===== src/rtl/sos_pkg.sv =====
// Shared definitions for the SOS Morse sequencer: FSM state encoding,
// element/gap lengths in Morse units and helpers that map an element
// index to its mark length and the gap that follows it.
package sos_pkg;

  typedef enum logic [2:0] {
    ST_IDLE     = 3'd0,
    ST_MARK     = 3'd1,
    ST_GAP      = 3'd2,
    ST_WORD_GAP = 3'd3,
    ST_DONE     = 3'd4
  } sos_state_e;

  localparam int unsigned DOT_UNITS        = 1;
  localparam int unsigned DASH_UNITS       = 3;
  localparam int unsigned ELEM_GAP_UNITS   = 1;
  localparam int unsigned LETTER_GAP_UNITS = 3;
  localparam int unsigned WORD_GAP_UNITS   = 7;

  localparam int unsigned MSG_ELEMS  = 9;
  localparam logic [3:0]  LAST_ELEM  = 4'd8;
  localparam logic [8:0]  DASH_MASK  = 9'b000111000;
  localparam logic [3:0]  LETTER_END_A = 4'd2;
  localparam logic [3:0]  LETTER_END_B = 4'd5;

  // Unit counts fit in 3 bits (largest is the 7-unit word gap).
  function automatic logic [2:0] mark_units(input logic [3:0] idx);
    if (idx < 4'(MSG_ELEMS) && DASH_MASK[idx]) return 3'(DASH_UNITS);
    return 3'(DOT_UNITS);
  endfunction

  function automatic logic [2:0] gap_units(input logic [3:0] idx);
    if (idx == LETTER_END_A || idx == LETTER_END_B) return 3'(LETTER_GAP_UNITS);
    return 3'(ELEM_GAP_UNITS);
  endfunction

endpackage


===== src/rtl/sos_unit_timer.sv =====
// Unit prescaler: counts 0..UNIT_CYCLES-1 and pulses unit_tick_o on the
// last count. clr_i forces the count back to 0 on the next edge.
// Ports:
//   clk, rst_n   clock / async active-low reset
//   clr_i        restart the unit from zero
//   unit_tick_o  high in the final cycle of each unit
module sos_unit_timer #(
  parameter int unsigned UNIT_CYCLES = 4,
  parameter int unsigned CNT_W       = 8
) (
  input  logic clk,
  input  logic rst_n,
  input  logic clr_i,
  output logic unit_tick_o
);

  logic [CNT_W-1:0] cnt_q, cnt_d;

  assign unit_tick_o = (cnt_q == CNT_W'(UNIT_CYCLES - 1));

  always_comb begin
    cnt_d = cnt_q + 1'b1;
    if (clr_i || unit_tick_o) cnt_d = '0;
  end

  always_ff @(posedge clk or negedge rst_n) begin
    if (!rst_n) cnt_q <= '0;
    else        cnt_q <= cnt_d;
  end

endmodule


===== src/rtl/sos_sequencer.sv =====
// SOS Morse sequencer: turns a one-cycle start into N repeats of
// "... --- ..." on dataOut, with busy/done handshake and abort.
// Ports:
//   clk, rst_n   clock / async active-low reset
//   start        transmission request (honoured only in IDLE)
//   repeat_cnt   message count, latched on start (0 acts as 1)
//   abort        synchronous cancel
//   dataOut      Morse line, 1 = mark
//   busy         transmission in progress
//   done         one-cycle pulse on normal completion
//   elem_idx     current element 0..8, 0 in IDLE
//
// state    | meaning
// IDLE     | waiting for start
// MARK     | line high for the current element
// GAP      | intra/inter-letter space after an element
// WORD_GAP | 7-unit space between repeats
// DONE     | single-cycle completion pulse
module sos_sequencer
  import sos_pkg::*;
#(
  parameter int unsigned UNIT_CYCLES = 4,
  parameter int unsigned CNT_W       = 8
) (
  input  logic       clk,
  input  logic       rst_n,
  input  logic       start,
  input  logic [3:0] repeat_cnt,
  input  logic       abort,
  output logic       dataOut,
  output logic       busy,
  output logic       done,
  output logic [3:0] elem_idx
);

  sos_state_e state_q, state_d;
  logic [3:0] elem_q, elem_d;
  logic [3:0] reps_q, reps_d;
  // Units remaining in the current mark/space, minus one (down-counter).
  logic [2:0] units_q, units_d;
  logic       data_q, data_d;
  logic       busy_q, busy_d;
  logic       done_q, done_d;
  logic       unit_tick;
  logic       last_unit;

  // Prescaler restarts on every state entry and is held while idle so the
  // first mark is a full unit long.
  sos_unit_timer #(
    .UNIT_CYCLES(UNIT_CYCLES),
    .CNT_W      (CNT_W)
  ) u_timer (
    .clk        (clk),
    .rst_n      (rst_n),
    .clr_i      ((state_d != state_q) || (state_q == ST_IDLE)),
    .unit_tick_o(unit_tick)
  );

  assign last_unit = unit_tick && (units_q == 3'd0);

  always_ff @(posedge clk or negedge rst_n) begin
    if (!rst_n) begin
      state_q <= ST_IDLE;
      elem_q  <= '0;
      reps_q  <= '0;
      units_q <= '0;
      data_q  <= 1'b0;
      busy_q  <= 1'b0;
      done_q  <= 1'b0;
    end else begin
      state_q <= state_d;
      elem_q  <= elem_d;
      reps_q  <= reps_d;
      units_q <= units_d;
      data_q  <= data_d;
      busy_q  <= busy_d;
      done_q  <= done_d;
    end
  end

  always_comb begin
    state_d = state_q;
    elem_d  = elem_q;
    reps_d  = reps_q;
    units_d = units_q;
    if (unit_tick && units_q != 3'd0) units_d = units_q - 3'd1;

    if (state_q != ST_IDLE && abort) begin
      state_d = ST_IDLE;
      elem_d  = '0;
      reps_d  = '0;
      units_d = '0;
    end else begin
      case (state_q)
        ST_IDLE: begin
          if (start && !abort) begin
            state_d = ST_MARK;
            elem_d  = '0;
            reps_d  = (repeat_cnt == 4'd0) ? 4'd0 : repeat_cnt - 4'd1;
            units_d = mark_units(4'd0) - 3'd1;
          end
        end
        ST_MARK: begin
          if (last_unit) begin
            if (elem_q != LAST_ELEM) begin
              state_d = ST_GAP;
              units_d = gap_units(elem_q) - 3'd1;
            end else if (reps_q != 4'd0) begin
              state_d = ST_WORD_GAP;
              units_d = 3'(WORD_GAP_UNITS - 1);
            end else begin
              state_d = ST_DONE;
            end
          end
        end
        ST_GAP: begin
          if (last_unit) begin
            state_d = ST_MARK;
            elem_d  = elem_q + 4'd1;
            units_d = mark_units(elem_q + 4'd1) - 3'd1;
          end
        end
        ST_WORD_GAP: begin
          if (last_unit) begin
            state_d = ST_MARK;
            elem_d  = '0;
            if (reps_q != 4'd0) reps_d = reps_q - 4'd1;
            units_d = mark_units(4'd0) - 3'd1;
          end
        end
        ST_DONE: begin
          state_d = ST_IDLE;
          elem_d  = '0;
        end
        default: begin
          state_d = ST_IDLE;
          elem_d  = '0;
        end
      endcase
    end
  end

  // Outputs are decoded from the next state so they line up with state_q.
  always_comb begin
    data_d = (state_d == ST_MARK);
    busy_d = (state_d == ST_MARK) || (state_d == ST_GAP) || (state_d == ST_WORD_GAP);
    done_d = (state_d == ST_DONE);
  end

  assign dataOut  = data_q;
  assign busy     = busy_q;
  assign done     = done_q;
  assign elem_idx = elem_q;

endmodule


===== config.mk =====
export PLATFORM = sky130hd
export DESIGN_NAME = sos_sequencer
export DESIGN_NICKNAME = d
export VERILOG_FILES = /design/src/rtl/sos_pkg.sv /design/src/rtl/sos_unit_timer.sv /design/src/rtl/sos_sequencer.sv
export SDC_FILE = /design/constraint.sdc
export NUM_CORES = 1
export LEC_CHECK = 0
export BUFFER_PORTS_ARGS = -buffer_cell sky130_fd_sc_hd__buf_2
export CORE_ASPECT_RATIO = 1.5
export CORE_MARGIN = 5
export CORE_UTILIZATION = 63
export CTS_BUF_LIST = sky130_fd_sc_hd__clkbuf_16
export DETAILED_ROUTE_END_ITERATION = 12
export HOLD_SLACK_MARGIN = 0.02
export PLACE_DENSITY = 0.84
export SKIP_CTS_REPAIR_TIMING = 1
export SLEW_MARGIN = 5
export SYNTH_ARGS = -nofsm -noshare
export SYNTH_HDL_FRONTEND = slang
export SYNTH_SLANG_ARGS = --single-unit

===== constraint.sdc =====
create_clock -name clk -period 4 [get_ports clk]
set_input_delay 0.2 -clock clk [delete_from_list [all_inputs] [get_ports clk]]
set_output_delay 0.2 -clock clk [all_outputs]
set_load 0.01 [all_outputs]

==> results.cfg, run 1 <==
[run_status]
outcome = finished, final reports clean

[layout]
fin_nets = 221
area_delta_synth_final_pct = 10.89
fill_cells = 195
drive_above_1_share_pct = 13.00
final_area_um2 = 1848
diodes = 0
fin_cells = 236

[synth]
synth_top_family_by_area = simple AND/OR/NAND/NOR gates
synth_area_leaders = dfrtp_1 38%, ha_1 9.0%, nor2_1 4.5%
synth_simple_gate_area_share_pct = 22.82
synth_compound_area_share_pct = 16.67
yosys_register_bits = 25
synth-xor-area-share_pct = 4.730
synth_flop_cell = dfrtp_1
yosysMostFrequentCell = dfrtp_1
yosys_warnings = 0
syn_area_per_cell_um2 = 8.912
yosysTopAreaCellShare_pct = 37.54
seq_area_frac_synth_pct = 37.54
synthCells = 187
synthMuxAreaShare_pct = 4.730
async_flop_share_pct = 100.0
synth.net_count = 207
synthAdderAreaFrac_pct = 9.009
yosys.area.top_type = dfrtp_1
synth_commonest_cells = 25 x dfrtp_1, 20 x nor2_1, 14 x inv_1
synthesis.area_um2 = 1667
synth_cell_types = 44
synth_edf_count = 0

[sta]
rsz0062_at_grt = false
final-max-slew-violation-count = 0
whs_ns = 0.2670
hold_violations = 0
setup_viol = 0
fin_crit_ns = 2.578
max_slew.worst_pin.slew_ns = 0.7529
fin_skew_ns = 0.002090
max_clock_freq_mhz = 387.9
relSlewSlack_pct = 49.34
timing.final.crit_share_pct = 64.45
fin_tns_setup_ns = 0

[critical_path]
worstPathRequired_ns = 4.15
end_kind = register
worstPathMaxFanout = 7
critPathKind = register to register
slowest_delay_ns = 0.67
start_kind = register
cp_common_cell = ha_1
path_cells = inv_1 -> ha_1 -> ha_1 -> nor4bb_1 -> nand2_1 -> a21oi_1 -> mux2_2
worst-r2r-setup-slack_ns = 1.42
arrival_ns = 2.72
cp_slowest_cell = nor4bb_1

[clock_network]
cts_tree = yes
htreeDepth = 1
cts.sinks = 25
clock_latency_ns = 0.26
numCtsBuffers = 3
clk_path_buf_depth = 2
root_buffer = clkbuf_16
clk_pin_slew_worst_paths_ns = 0.06

[grt]
antenna_found_initial = 0
grt_pass1_wl_mm = 6.382
grt-ovfl-total = 0
grt_usage_pct = 21.90
grt_max_degree = 26
grt_pass1_vias = 1471

[placed_design]
io_buffers = 14
gp_congestion = 0.9223
dp_hpwl_mm = 2.655
dp.cells = 231
post_dp_cell_area_um2 = 1759

[route]
drc = 0
drtAntennaViolNets = 0
drtPass1Iterations = 5
vias = 1468
viasPerCell = 6.220
routed_wl_mm = 3.692
drt-initial-drc-count = 62
wl_per_cell_um = 15.64

[power_and_ir_drop]
p_per_area_nw_per_um2 = 309.6
vdd_drop_max_uv = 271.7
power_leakage_uw = 0.0008403
total_power_uw = 572.2

[floorplan]
core_um2 = 2505
die_area_um2 = 3795
die_h_um = 73.00
start_util_pct = 66.53
num_rows = 22
ios = 15
die_w_um = 52.00

[worst_hold_path]
min_path_type = input pin to register

[job]
maxCapViolations = 0
[sequential cells by signal, summed over array words and instances, names as in the netlist]
signal         flops
elem_idx           4
u_timer.cnt_q      8
reps_q             4
state_q            3
dataOut            1
busy               1
units_q            3
done               1
[where the power goes]
part,switching [µW],leakage (µW),internal [µW]
logic,41.5,0.000460,31.7
clock network,88.5,0.0000423,134
registers,13.1,0.000338,264
[cell families (layout without fill, tap and decap cells)]
| kind of cell | count (synthesis) | count (layout) |
|---|---|---|
| buf+inv | 20 | 33 |
| simple gates | 72 | 72 |
| mux | 7 | 7 |
| compound gates | 42 | 42 |
| xor+xnor | 9 | 9 |
| flops | 25 | 25 |
| fa+ha+maj | 12 | 12 |
[stage by stage]
step / setup slack (ns) / utilization, %
floorplan: 1.863 / -
global placement: 1.672 / 70.23
detailed placement: 1.587 / 70.23
CTS: 1.465 / 73.38
global route: 1.257 / 73.78
finish: 1.422 / 73.78
[per-layer routing]
| metal | vias to the layer above | track usage (%) | wire, µm |
|---|---|---|---|
| met5 | - | 0 | 0 |
| li1 | 697 | - | - |
| met1 | 683 | 23.35 | 1421 |
| met2 | 71 | 40.42 | 1941 |
| met4 | 0 | 9.621 | 113 |
| met3 | 17 | 4.090 | 215 |
[final timing paths]
check,start,endpoint,depth (start not counted)
max in group asynchronous,rst_n,busy$_DFF_PN0_,2
hold reg to reg,u_timer.cnt_q[0]$_DFF_PN0_,u_timer.cnt_q[0]$_DFF_PN0_,1
min in group asynchronous,rst_n,done$_DFF_PN0_,2
setup reg to reg,units_q[0]$_DFF_PN0_,reps_q[1]$_DFFE_PN0P_,7
setup / recovery,units_q[0]$_DFF_PN0_,reps_q[1]$_DFFE_PN0P_,7
hold / removal,abort,done$_DFF_PN0_,2
[cell usage in the layout, fill, tap and decap left out, types with 2 or more instances in the layout]
cell type	instances
xor2_1	5
ha_1	12
o21ai_0	13
inv_1	15
nor4_1	2
nor3b_1	3
or4_1	3
o41ai_1	3
a31oi_1	3
dfrtp_1	25
clkbuf_16	3
mux2_2	3
nor2_1	20
nand2_1	12
buf_2	14
a21oi_1	7
nor2b_1	2
xnor2_1	4
nand3_1	10
nor3_1	5
nand3b_1	3
mux2i_1	3
nand2b_1	4
o31ai_1	3
o22a_1	2
[worst max-delay path: cells and delay by family, from the launching register on]
kind            cells  cell delay (ns)
flops               1             0.36
buf+inv             1             0.08
mux                 1             0.37
simple gates        2             1.02
compound gates      1             0.30
fa+ha+maj           2             0.33
[cell type report]
class	count	area [µm²]	share of cell area (%)
clock inverters	1	3.754	0.2031
repair buffers	15	80.08	4.333
inverters	14	52.55	2.844
well taps	36	45.04	2.437
multi-input cells	142	965.9	52.27
flip-flops and latches	25	625.6	33.85
clock buffers	3	75.07	4.062
(Power assumes the default switching activity.)
==> run 2: changes to the inputs <==
--- a/config.mk
+++ b/config.mk
@@ -8,11 +8,11 @@
 export BUFFER_PORTS_ARGS = -buffer_cell sky130_fd_sc_hd__buf_2
 export CORE_ASPECT_RATIO = 1.5
 export CORE_MARGIN = 5
-export CORE_UTILIZATION = 63
+export CORE_UTILIZATION = 53
 export CTS_BUF_LIST = sky130_fd_sc_hd__clkbuf_16
 export DETAILED_ROUTE_END_ITERATION = 12
 export HOLD_SLACK_MARGIN = 0.02
-export PLACE_DENSITY = 0.84
+export PLACE_DENSITY = 0.75
 export SKIP_CTS_REPAIR_TIMING = 1
 export SLEW_MARGIN = 5
 export SYNTH_ARGS = -nofsm -noshare
==> constraint.sdc (replaced) <==
create_clock -name clk -period 2.3 [get_ports clk]
set_input_delay 0.115 -clock clk [delete_from_list [all_inputs] [get_ports clk]]
set_output_delay 0.115 -clock clk [all_outputs]
set_load 0.01 [all_outputs]
==> run 2 against run 1 <==
- core utilization is 13 points lower
- non-clock buffer count is 4 higher
- sequential share of layout area is 0.65 points lower
- sequential cell count stayed put
==> results.cfg, run 2 (same netlist as run 1, synthesis figures left out) <==
[route]
viasPerCell = 5.939
drtAntennaViolNets = 0
drtPass1Iterations = 4
vias = 1449
drc = 0
drt-initial-drc-count = 69
wl_per_cell_um = 14.95
routed_wl_mm = 3.647

[placed_design]
gp_congestion = 0.9352
io_buffers = 14
dp.cells = 239
dp_hpwl_mm = 2.766

[floorplan]
ios = 15
die_w_um = 55.79
die_area_um2 = 4389
die_h_um = 78.68
core_um2 = 3097
num_rows = 25
start_util_pct = 53.82

[critical_path]
r2r_cells = 5
critPathKind = register to register
worst-r2r-setup-slack_ns = 0.11
crit_path_end = units_q[1]$_DFF_PN0_
end_kind = register
path_buf_inv = 0
cp_slowest_cell = or4_1
r2r-end = units_q[1]$_DFF_PN0_
reg2reg_from = u_timer.cnt_q[5]$_DFF_PN0_
slowest_delay_ns = 0.54
worst-path-stages = 5
worstPathMaxFanout = 5
arrival_ns = 2.38
path_cells = or4_1 -> or4_4 -> mux2_4 -> nor3_1 -> a31o_1
worstPathRequired_ns = 2.49
cp-startpoint = u_timer.cnt_q[5]$_DFF_PN0_
crit_family = simple AND/OR/NAND/NOR gates
start_kind = register

[clock_network]
cts_tree = yes
root_buffer = clkbuf_16
clk_path_buf_depth = 2
clk_pin_slew_worst_paths_ns = 0.06
cts.sinks = 25
htreeDepth = 1
numCtsBuffers = 3
clock_latency_ns = 0.25

[layout]
layout_commonest_cell = dfrtp_1
fin_cells = 244
largest_register_ffs = 8
area_delta_synth_final_pct = 13.06
regMostFlops = u_timer.cnt_q
diodes = 0
final_cell_mix = 25 x dfrtp_1, 20 x nor2_1, 14 x inv_1, 14 x buf_2, 13 x o21ai_0
fin_nets = 225
drive_above_1_share_pct = 15.20

[sta]
rsz0062_at_grt = false
setup_viol = 0
timing.final.crit_share_pct = 95.08
fin_crit_ns = 2.187
final-max-slew-violation-count = 0
max_slew.worst_pin.slew_ns = 0.5627
relSlewSlack_pct = 61.96
fin_tns_setup_ns = 0
max_clock_freq_mhz = 457.3
hold_violations = 0
fin_skew_ns = 0.002311

[power_and_ir_drop]
switching_share_pct = 23.67
vdd_drop_max_uv = 400.9
power_leakage_uw = 0.0008594
p_int_uw = 747.6
clkPwrFrac_pct = 38.0
comb_power_share_pct = 12.9
seqPwrFrac_pct = 49.1
p_per_area_nw_per_um2 = 519.8
p_sw_uw = 231.8

[grt]
grt_pass1_vias = 1440
antenna_found_initial = 0
grt_pass1_wl_mm = 6.320
grt_usage_pct = 17.69
grt_max_degree = 26
grt-ovfl-total = 0

[run_status]
outcome = finished, final reports clean

[worst_hold_path]
min_path_type = input pin to register

[job]
maxCapViolations = 0
==> run 2: power groups by stage <==
stage	Clock [µW]	Combinational (µW)	Sequential (µW)
2_1_floorplan	0	86.7	481
3_3_place_gp	0	120	488
3_5_place_dp	0	124	489
4_1_cts	386	126	480
5_1_grt	401	145	484
6_report	372	127	481
==> run 2: worst reg2reg max path, cell delays in order (launching register included) <==
cell	delay, ns
dfrtp_1	0.43
or4_1	0.54
or4_4	0.54
mux2_4	0.31
nor3_1	0.19
a31o_1	0.12
==> run 2: area by class of cell <==
type | instances | area [µm²]
clock buffer | 3 | 75.07
clock inverter | 1 | 5.005
fill | 261 | 1212
inverter | 14 | 52.55
multi-input combinational | 142 | 965.9
sequential | 25 | 625.6
tap | 40 | 50.05
timing repair buffer | 19 | 110.1
==> run 2: metal layers <==
metal,up-vias,global-route usage [%],part of all wire [%]
met5,-,0,0
met4,0,7.543,2.8
met3,12,1.645,3.6
met2,43,36.02,55
met1,694,17.49,38
li1,700,-,-
==> run 2: how the worst min path moves through the flow <==
stage | from | end | slack [ns] | cells past startpoint
finish | abort | state_q[2]$_DFF_PN0_ | 0.19 | 2
global placement | rst_n | u_timer.cnt_q[6]$_DFF_PN0_ | 0.13 | 1
CTS | rst_n | units_q[0]$_DFF_PN0_ | -0.14 | 1
detailed placement | rst_n | units_q[0]$_DFF_PN0_ | 0.13 | 1
floorplan | rst_n | busy$_DFF_PN0_ | -0.18 | 0
global route | abort | done$_DFF_PN0_ | 0.19 | 2
==> run 2: stage by stage <==
stage	hold slack, ns	util [%]	power (µW)	setup slack [ns]	instance area [µm²]
detailed placement	0.1333	57.94	613.0	0.1335	1794
CTS	-0.1384	60.53	991.3	0.1161	1874
finish	0.1873	60.85	979.4	0.1131	1884
floorplan	-0.1806	-	568.1	0.1626	1667
global placement	0.1323	57.94	607.7	0.1694	1794
global route	0.1879	60.85	1031	0.004644	1884
